<file path="src/rtl/axi_lite_timer_if.sv">
// AXI_LITE -- AXI4-Lite bundle used by the timer register port.
//   Slave modport  : the register block (drives ready on AW/W/AR, owns B and R).
//   Master modport : the upstream converter / bench side.
// Channel signals:
//   aw: aw_addr, aw_prot, aw_valid, aw_ready
//   w : w_data, w_strb, w_valid, w_ready
//   b : b_resp, b_valid, b_ready
//   ar: ar_addr, ar_prot, ar_valid, ar_ready
//   r : r_data, r_resp, r_valid, r_ready
interface AXI_LITE #(
  parameter int ADDR_WIDTH = 32,
  parameter int DATA_WIDTH = 32
);
  logic [ADDR_WIDTH-1:0]   aw_addr;
  logic [2:0]              aw_prot;
  logic                    aw_valid;
  logic                    aw_ready;

  logic [DATA_WIDTH-1:0]   w_data;
  logic [DATA_WIDTH/8-1:0] w_strb;
  logic                    w_valid;
  logic                    w_ready;

  logic [1:0]              b_resp;
  logic                    b_valid;
  logic                    b_ready;

  logic [ADDR_WIDTH-1:0]   ar_addr;
  logic [2:0]              ar_prot;
  logic                    ar_valid;
  logic                    ar_ready;

  logic [DATA_WIDTH-1:0]   r_data;
  logic [1:0]              r_resp;
  logic                    r_valid;
  logic                    r_ready;

  modport Slave (
    input  aw_addr, aw_prot, aw_valid,
    output aw_ready,
    input  w_data, w_strb, w_valid,
    output w_ready,
    output b_resp, b_valid,
    input  b_ready,
    input  ar_addr, ar_prot, ar_valid,
    output ar_ready,
    output r_data, r_resp, r_valid,
    input  r_ready
  );

  modport Master (
    output aw_addr, aw_prot, aw_valid,
    input  aw_ready,
    output w_data, w_strb, w_valid,
    input  w_ready,
    input  b_resp, b_valid,
    output b_ready,
    output ar_addr, ar_prot, ar_valid,
    input  ar_ready,
    input  r_data, r_resp, r_valid,
    output r_ready
  );
endinterface

</file>
<file path="src/rtl/axi_lite_timer.sv">
// axi_lite_timer -- free-running 32-bit up-counter with compare match,
// optional auto-reload and a level interrupt, controlled over AXI4-Lite.
//
// Ports:
//   aclk   in   single clock, rising edge
//   areset in   synchronous active-high reset
//   slv    AXI_LITE.Slave register port (DATA_WIDTH must be 32)
//   irq    out  level interrupt = PENDING & IRQ_EN
//
// Register map (offset = addr[11:0], addr[1:0] ignored):
//   0x0 CTRL    RW  bit0 EN, bit1 AUTO_RELOAD, bit2 IRQ_EN
//   0x4 COUNT   RW  32-bit counter
//   0x8 COMPARE RW  32-bit match value
//   0xC STATUS  W1C bit0 PENDING
//   other       SLVERR, reads return 0
module axi_lite_timer #(
  parameter int ADDR_WIDTH = 32,
  parameter int DATA_WIDTH = 32
) (
  input  logic   aclk,
  input  logic   areset,
  AXI_LITE.Slave slv,
  output logic   irq
);

  localparam int STRB_W = DATA_WIDTH / 8;

  localparam logic [1:0] RESP_OKAY   = 2'b00;
  localparam logic [1:0] RESP_SLVERR = 2'b10;

  localparam logic [1:0] REG_CTRL    = 2'd0;
  localparam logic [1:0] REG_COUNT   = 2'd1;
  localparam logic [1:0] REG_COMPARE = 2'd2;
  localparam logic [1:0] REG_STATUS  = 2'd3;

  // register state
  logic [2:0]  ctrl;
  logic [31:0] count;
  logic [31:0] compare;
  logic        pending;

  // response channel state
  logic        b_valid_q;
  logic [1:0]  b_resp_q;
  logic        r_valid_q;
  logic [31:0] r_data_q;
  logic [1:0]  r_resp_q;

  logic        en;
  logic        auto_reload;
  logic        irq_en;

  assign en          = ctrl[0];
  assign auto_reload = ctrl[1];
  assign irq_en      = ctrl[2];

  // Address, prot and low address bits carry no meaning for this block.
  logic unused_bits;
  assign unused_bits = ^{slv.aw_addr[ADDR_WIDTH-1:12], slv.aw_addr[1:0],
                         slv.ar_addr[ADDR_WIDTH-1:12], slv.ar_addr[1:0],
                         slv.aw_prot, slv.ar_prot};

  // ---------------------------------------------------------------------
  // Handshakes: AW and W are only accepted together, one write and one
  // read outstanding at most, and nothing is accepted while in reset.
  // ---------------------------------------------------------------------
  logic wr_hs;
  logic rd_hs;

  assign wr_hs        = slv.aw_valid & slv.w_valid & ~b_valid_q & ~areset;
  assign slv.aw_ready = wr_hs;
  assign slv.w_ready  = wr_hs;

  assign slv.ar_ready = ~r_valid_q & ~areset;
  assign rd_hs        = slv.ar_valid & ~r_valid_q & ~areset;

  assign slv.b_valid  = b_valid_q;
  assign slv.b_resp   = b_resp_q;
  assign slv.r_valid  = r_valid_q;
  assign slv.r_data   = r_data_q;
  assign slv.r_resp   = r_resp_q;

  assign irq = pending & irq_en;

  function automatic logic [31:0] merge_bytes(input logic [31:0] cur,
                                              input logic [31:0] wdata,
                                              input logic [3:0]  strb);
    logic [31:0] res;
    res = cur;
    for (int i = 0; i < 4; i++) begin
      if (strb[i]) res[8*i +: 8] = wdata[8*i +: 8];
    end
    return res;
  endfunction

  // ---------------------------------------------------------------------
  // Write decode
  // ---------------------------------------------------------------------
  logic [9:0]        wr_word;
  logic              wr_mapped;
  logic [1:0]        wr_resp;
  logic [31:0]       wdata;
  logic [STRB_W-1:0] wstrb;
  logic              wr_ctrl;
  logic              wr_count;
  logic              wr_compare;
  logic              wr_status;

  assign wdata = slv.w_data;
  assign wstrb = slv.w_strb;

  always_comb begin
    wr_word    = slv.aw_addr[11:2];
    wr_mapped  = (wr_word[9:2] == 8'd0);
    wr_resp    = wr_mapped ? RESP_OKAY : RESP_SLVERR;
    wr_ctrl    = wr_hs & wr_mapped & (wr_word[1:0] == REG_CTRL);
    wr_count   = wr_hs & wr_mapped & (wr_word[1:0] == REG_COUNT);
    wr_compare = wr_hs & wr_mapped & (wr_word[1:0] == REG_COMPARE);
    wr_status  = wr_hs & wr_mapped & (wr_word[1:0] == REG_STATUS);
  end

  // ---------------------------------------------------------------------
  // Counter datapath. The software write is merged on top of the value
  // the counter would otherwise take, so unwritten bytes still advance.
  // ---------------------------------------------------------------------
  logic        match;
  logic [31:0] count_step;
  logic [31:0] count_next;
  logic [31:0] compare_next;
  logic [2:0]  ctrl_next;
  logic        pending_next;

  always_comb begin
    match = en & (count == compare);

    if (!en)                       count_step = count;
    else if (match && auto_reload) count_step = 32'd0;
    else                           count_step = count + 32'd1;

    count_next   = wr_count   ? merge_bytes(count_step, wdata, wstrb) : count_step;
    compare_next = wr_compare ? merge_bytes(compare, wdata, wstrb)    : compare;
    ctrl_next    = (wr_ctrl && wstrb[0]) ? wdata[2:0] : ctrl;

    // A match outranks a same-cycle clear so no event is lost.
    if (match)                                    pending_next = 1'b1;
    else if (wr_status && wstrb[0] && wdata[0])   pending_next = 1'b0;
    else                                          pending_next = pending;
  end

  // ---------------------------------------------------------------------
  // Read decode: sampled from current register values, so a read that
  // coincides with a write to the same register sees the old contents.
  // ---------------------------------------------------------------------
  logic [9:0]  rd_word;
  logic [31:0] rd_data;
  logic [1:0]  rd_resp;

  always_comb begin
    rd_word = slv.ar_addr[11:2];
    rd_data = 32'd0;
    rd_resp = RESP_OKAY;
    if (rd_word[9:2] != 8'd0) begin
      rd_resp = RESP_SLVERR;
    end else begin
      case (rd_word[1:0])
        REG_CTRL:    rd_data = {29'd0, ctrl};
        REG_COUNT:   rd_data = count;
        REG_COMPARE: rd_data = compare;
        default:     rd_data = {31'd0, pending};
      endcase
    end
  end

  // ---------------------------------------------------------------------
  // State registers
  // ---------------------------------------------------------------------
  always_ff @(posedge aclk) begin
    if (areset) begin
      ctrl      <= 3'd0;
      count     <= 32'd0;
      compare   <= 32'd0;
      pending   <= 1'b0;
      b_valid_q <= 1'b0;
      b_resp_q  <= RESP_OKAY;
      r_valid_q <= 1'b0;
      r_data_q  <= 32'd0;
      r_resp_q  <= RESP_OKAY;
    end else begin
      ctrl    <= ctrl_next;
      count   <= count_next;
      compare <= compare_next;
      pending <= pending_next;

      if (wr_hs) begin
        b_valid_q <= 1'b1;
        b_resp_q  <= wr_resp;
      end else if (slv.b_ready) begin
        b_valid_q <= 1'b0;
      end

      if (rd_hs) begin
        r_valid_q <= 1'b1;
        r_data_q  <= rd_data;
        r_resp_q  <= rd_resp;
      end else if (slv.r_ready) begin
        r_valid_q <= 1'b0;
      end
    end
  end

endmodule

</file>
<file path="src/flat_wrapper.sv">
// flat-port wrapper written by rule: the top's interface ports become plain ports
module axi_lite_timer_flat 
#(
  parameter int ADDR_WIDTH = 32,
  parameter int DATA_WIDTH = 32
)
  (aclk, areset, irq, slv_aw_addr, slv_aw_prot, slv_aw_valid, slv_aw_ready, slv_w_data, slv_w_strb, slv_w_valid, slv_w_ready, slv_b_resp, slv_b_valid, slv_b_ready, slv_ar_addr, slv_ar_prot, slv_ar_valid, slv_ar_ready, slv_r_data, slv_r_resp, slv_r_valid, slv_r_ready);
  AXI_LITE #(.ADDR_WIDTH(ADDR_WIDTH), .DATA_WIDTH(DATA_WIDTH)) slv_i ();
  input  logic aclk;
  input  logic areset;
  output logic irq;
  input wire logic [$bits(slv_i.aw_addr)-1:0] slv_aw_addr;
  input wire logic [$bits(slv_i.aw_prot)-1:0] slv_aw_prot;
  input wire logic [$bits(slv_i.aw_valid)-1:0] slv_aw_valid;
  output wire logic [$bits(slv_i.aw_ready)-1:0] slv_aw_ready;
  input wire logic [$bits(slv_i.w_data)-1:0] slv_w_data;
  input wire logic [$bits(slv_i.w_strb)-1:0] slv_w_strb;
  input wire logic [$bits(slv_i.w_valid)-1:0] slv_w_valid;
  output wire logic [$bits(slv_i.w_ready)-1:0] slv_w_ready;
  output wire logic [$bits(slv_i.b_resp)-1:0] slv_b_resp;
  output wire logic [$bits(slv_i.b_valid)-1:0] slv_b_valid;
  input wire logic [$bits(slv_i.b_ready)-1:0] slv_b_ready;
  input wire logic [$bits(slv_i.ar_addr)-1:0] slv_ar_addr;
  input wire logic [$bits(slv_i.ar_prot)-1:0] slv_ar_prot;
  input wire logic [$bits(slv_i.ar_valid)-1:0] slv_ar_valid;
  output wire logic [$bits(slv_i.ar_ready)-1:0] slv_ar_ready;
  output wire logic [$bits(slv_i.r_data)-1:0] slv_r_data;
  output wire logic [$bits(slv_i.r_resp)-1:0] slv_r_resp;
  output wire logic [$bits(slv_i.r_valid)-1:0] slv_r_valid;
  input wire logic [$bits(slv_i.r_ready)-1:0] slv_r_ready;
  assign slv_i.aw_addr = slv_aw_addr;
  assign slv_i.aw_prot = slv_aw_prot;
  assign slv_i.aw_valid = slv_aw_valid;
  assign slv_aw_ready = slv_i.aw_ready;
  assign slv_i.w_data = slv_w_data;
  assign slv_i.w_strb = slv_w_strb;
  assign slv_i.w_valid = slv_w_valid;
  assign slv_w_ready = slv_i.w_ready;
  assign slv_b_resp = slv_i.b_resp;
  assign slv_b_valid = slv_i.b_valid;
  assign slv_i.b_ready = slv_b_ready;
  assign slv_i.ar_addr = slv_ar_addr;
  assign slv_i.ar_prot = slv_ar_prot;
  assign slv_i.ar_valid = slv_ar_valid;
  assign slv_ar_ready = slv_i.ar_ready;
  assign slv_r_data = slv_i.r_data;
  assign slv_r_resp = slv_i.r_resp;
  assign slv_r_valid = slv_i.r_valid;
  assign slv_i.r_ready = slv_r_ready;
  axi_lite_timer #(.ADDR_WIDTH(ADDR_WIDTH), .DATA_WIDTH(DATA_WIDTH)) u_core (.aclk(aclk), .areset(areset), .slv(slv_i), .irq(irq));
endmodule
</file>
<file path="config.mk">
export PLATFORM = sky130hd
export DESIGN_NAME = axi_lite_timer_flat
export DESIGN_NICKNAME = d
export VERILOG_FILES = /design/src/rtl/axi_lite_timer_if.sv /design/src/rtl/axi_lite_timer.sv /design/src/flat_wrapper.sv
export SDC_FILE = /design/constraint.sdc
export NUM_CORES = 1
export LEC_CHECK = 0
export BUFFER_PORTS_ARGS = -buffer_cell sky130_fd_sc_hd__buf_2
export CAP_MARGIN = 10
export CORE_MARGIN = 2
export CORE_UTILIZATION = 40
export DETAILED_ROUTE_END_ITERATION = 10
export GPL_TIMING_DRIVEN = 1
export PLACE_DENSITY = 0.67
export SETUP_SLACK_MARGIN = 0.3
export SKIP_CTS_REPAIR_TIMING = 1
export SLEW_MARGIN = 20
export SYNTH_ARGS = -nofsm -noshare
export SYNTH_HDL_FRONTEND = slang
export SYNTH_SLANG_ARGS = --single-unit
</file>
<file path="constraint.sdc">
create_clock -name aclk -period 2 [get_ports aclk]
set_input_delay 0.1 -clock aclk [delete_from_list [all_inputs] [get_ports aclk]]
set_output_delay 0.1 -clock aclk [all_outputs]
set_load 0.03 [all_outputs]
</file>
==> flow_metrics.py <==
metrics = {
    "global_routing": {
        "antenna_found_initial": 0,
        "globalRouteOverflowTotal": 0,
        "grt_max_degree": 53,
        "grt_pass1_vias": 4884,
        "track_usage_pct": 22.2,
        "grt_pass1_wl_mm": 25.1,
    },
    "critical_path": {
        "max_stage_delay_ns": 0.37,
        "critPathMaxFanout": 7,
        "reg2reg_depth": 7,
        "crit_buf_inv": 1,
        "r2r_start": "u_core.compare[19]",
        "cp-end-kind": "register",
        "path_delay_family": "simple AND/OR/NAND/NOR gates",
        "r2r_slack_ns": 0.08,
        "rr_endpoint": "u_core.count[13]",
        "arrival_ns": 2.14,
        "crit_chain": "xnor2_2, o221ai_2, nor4_4, nand4_4, clkbuf_16, a22oi_2, nor2_1",
        "cpMaxStageDelayCell": "nor4_4",
        "start_kind": "register",
        "critical_path_class": "register to register",
        "worst_ep_required_time_ns": 2.22,
    },
    "synth": {
        "synth_seq_cells": 104,
        "synth_area_sq_um": 5240,
        "syn_inst": 632,
        "seq_area_frac_synth_pct": 39.7,
        "synth_warnings": 0,
        "ys_types": 46,
        "avgSynthCellArea_sq_um": 8.29,
    },
    "power_and_ir_drop": {
        "power.density_nw_per_um2": 589,
        "vdd_drop_max_v": 0.000481,
        "finalPower_w": 0.00440,
        "p_leak_nw": 2.76,
    },
    "place": {
        "dp.cells": 904,
        "io_buffers": 102,
        "hpwl_mm": 10.9,
        "place.gp.congestion": 0.893,
    },
    "sta": {
        "maxClockFrequency_mhz": 521,
        "setup_viol": 0,
        "min_period_over_period_pct": 95.9,
        "worst_pin_slew_ns": 0.721,
        "rsz0062_at_grt": "yes",
        "fin_hold_ws_ns": 0.00772,
        "max_slew_margin_pct": 51.7,
        "fin_crit_ns": 1.92,
        "skew_ns": 0.00850,
        "finalHoldViolations": 0,
        "drv_slew": 0,
        "setup_tns_ns": 0,
    },
    "min_path": {
        "holdPathStages": 3,
        "min_from": "slv_w_data[11]",
        "holdCritPathClass": "primary input to register",
        "min_to": "u_core.compare[11]",
    },
    "routing": {
        "via_count": 5260,
        "vias_per_cell": 5.62,
        "wl_per_cell_um": 17.6,
        "drt_iter0_markers": 402,
        "first_pass_iters": 5,
        "drtAntennaViolNets": 0,
        "wirelength_mm": 16.5,
        "drc": 0,
    },
    "finish": {
        "fin_cells": 936,
        "fin_nets": 873,
        "n_fill_cell": 1141,
        "final-seq-area_sq_um": 2130,
        "fin_util_pct": 58.8,
        "antenna_cells": 0,
        "multiInputGateArea_sq_um": 3580,
        "syn2layout_area_growth_pct": 42.7,
        "drive_gt1_share_pct": 41.2,
    },
    "clocking": {
        "clock_latency_ns": 0.36,
        "clockBufferDepth": 2,
        "cts_buffers": 9,
        "cts_root_buf": "clkbuf_16",
        "clk_pin_slew_worst_paths_ns": 0.07,
        "cts_tree": "built",
        "cts.sinks": 104,
        "htreeDepth": 3,
    },
    "job": {
        "maxCapViolations": 0,
    },
    "die": {
        "pin_count": 155,
        "die-height_um": 118,
        "core-area_sq_um": 12700,
        "die_x_um": 118,
        "dieArea_sq_um": 14000,
        "start_util_pct": 41.2,
        "fp-row-count": 41,
    },
    "outcome": {
        "status": "completed",
    },
}
## Yosys cell counts, drive strengths merged
cell	number	share of area, %
a22oi	47	6.7
a22o	29	4.8
or3	1	0.12
and3b	1	0.17
xor2	18	3.0
nor4	17	2.8
mux4	1	0.43
a21oi	34	3.2
mux2i	5	0.96
nor3b	1	0.24
conb	1	0.072
and4	1	0.17
o21ai	5	0.48
nand2	69	4.9
clkbuf	36	2.6
dfxtp	104	40
and4bb	1	0.24
and2	4	0.48
o31ai	16	2.4
nand2b	5	0.60
o211ai	1	0.14
inv	10	0.72
ha	1	0.24
buf	21	2.6
xnor2	40	6.7
nand4bb	1	0.21
nand3	45	4.3
nor2	78	5.6
or4	2	0.29
a311oi	1	0.17
nor2b	5	0.60
nor3	4	0.48
a2111o	1	0.21
o221ai	2	0.33
a211oi	2	0.29
and3	1	0.12
nand4	21	2.8
## kinds of logic after synthesis
group / after synthesis / synth area share, %
xor+xnor: 58 / 9.69
other cells: 1 / 0.0716
flops: 104 / 39.7
buf+inv: 67 / 5.92
compound gates: 138 / 18.8
simple gates: 257 / 24.1
mux: 6 / 1.38
fa+ha+maj: 1 / 0.239
## cells in the final DEF (no fill, tap or decap), drive strengths merged, types with 2 or more instances in the layout
cell type,n
dfxtp,104
buf,168
nand4,21
a211oi,2
dlygate4sd3,3
clkbuf,10
nand2,69
nor3,4
xnor2,40
clkinvlp,2
o21ai,5
conb,2
inv,10
xor2,18
nand2b,5
a22oi,47
or4,2
nand3,45
nor4,17
and2,4
nor2b,5
clkinv,2
mux2i,5
nor2,78
o31ai,16
bufinv,3
o221ai,2
a22o,29
a21oi,34
## sequential cells by signal, summed over array words and instances, names as in the netlist
name,flops
u_core.ctrl,3
u_core.slv.b_valid,1
u_core.slv.r_data,32
u_core.slv.r_valid,1
u_core.pending,1
u_core.count,32
u_core.slv.r_resp,1
u_core.compare,32
u_core.slv.b_resp,1
## through the flow
step | setup slack (ns) | area [sq um]
3_5_place_dp | 0.0526 | 6350
5_1_grt | -0.0316 | 7480
4_1_cts | 0.0589 | 6700
6_report | 0.0821 | 7480
3_3_place_gp | 0.0758 | 6350
2_1_floorplan | 0.223 | 5500
## power by group
part | internal, W | switching [W] | total, W
combinational | 0.0000941 | 0.000202 | 0.000296
sequential | 0.00207 | 0.00000520 | 0.00207
clock | 0.00123 | 0.000811 | 0.00204
## layout make-up
class	instances	share of cell area (%)
multi-input cells	462	47.8
clock buffers	9	3.01
repair buffers	172	15.7
well taps	172	2.88
inverters	10	0.569
flip-flops and latches	104	28.5
clock inverters	7	1.59
## worst reg2reg max path: stages (launching register included)
cell and delay (ns):
dfxtp_1 0.35, xnor2_2 0.24, o221ai_2 0.16, nor4_4 0.37
nand4_4 0.22, clkbuf_16 0.24, a22oi_2 0.15, nor2_1 0.05
## how the worst max path moves through the flow
| stage | start | to | slack, ns | cells past startpoint |
|---|---|---|---|---|
| 2_1_floorplan | u_core.count[3] | u_core.count[30] | 0.22 | 8 |
| 3_3_place_gp | slv_aw_addr[5] | u_core.count[11] | 0.08 | 8 |
| 3_5_place_dp | slv_aw_addr[5] | u_core.count[8] | 0.05 | 8 |
| 4_1_cts | u_core.count[16] | u_core.count[29] | 0.06 | 7 |
| 5_1_grt | u_core.compare[25] | u_core.count[13] | -0.03 | 7 |
| 6_report | u_core.compare[19] | u_core.count[13] | 0.08 | 7 |
## layer usage
layer | part of all wire (%) | GRT usage [%]
met5 | 0 | 0
met4 | 1.2 | 4.02
met3 | 5.7 | 4.78
met2 | 50 | 37.5
met1 | 43 | 29.3
No activity file was read; power rests on OpenSTA's default activity.
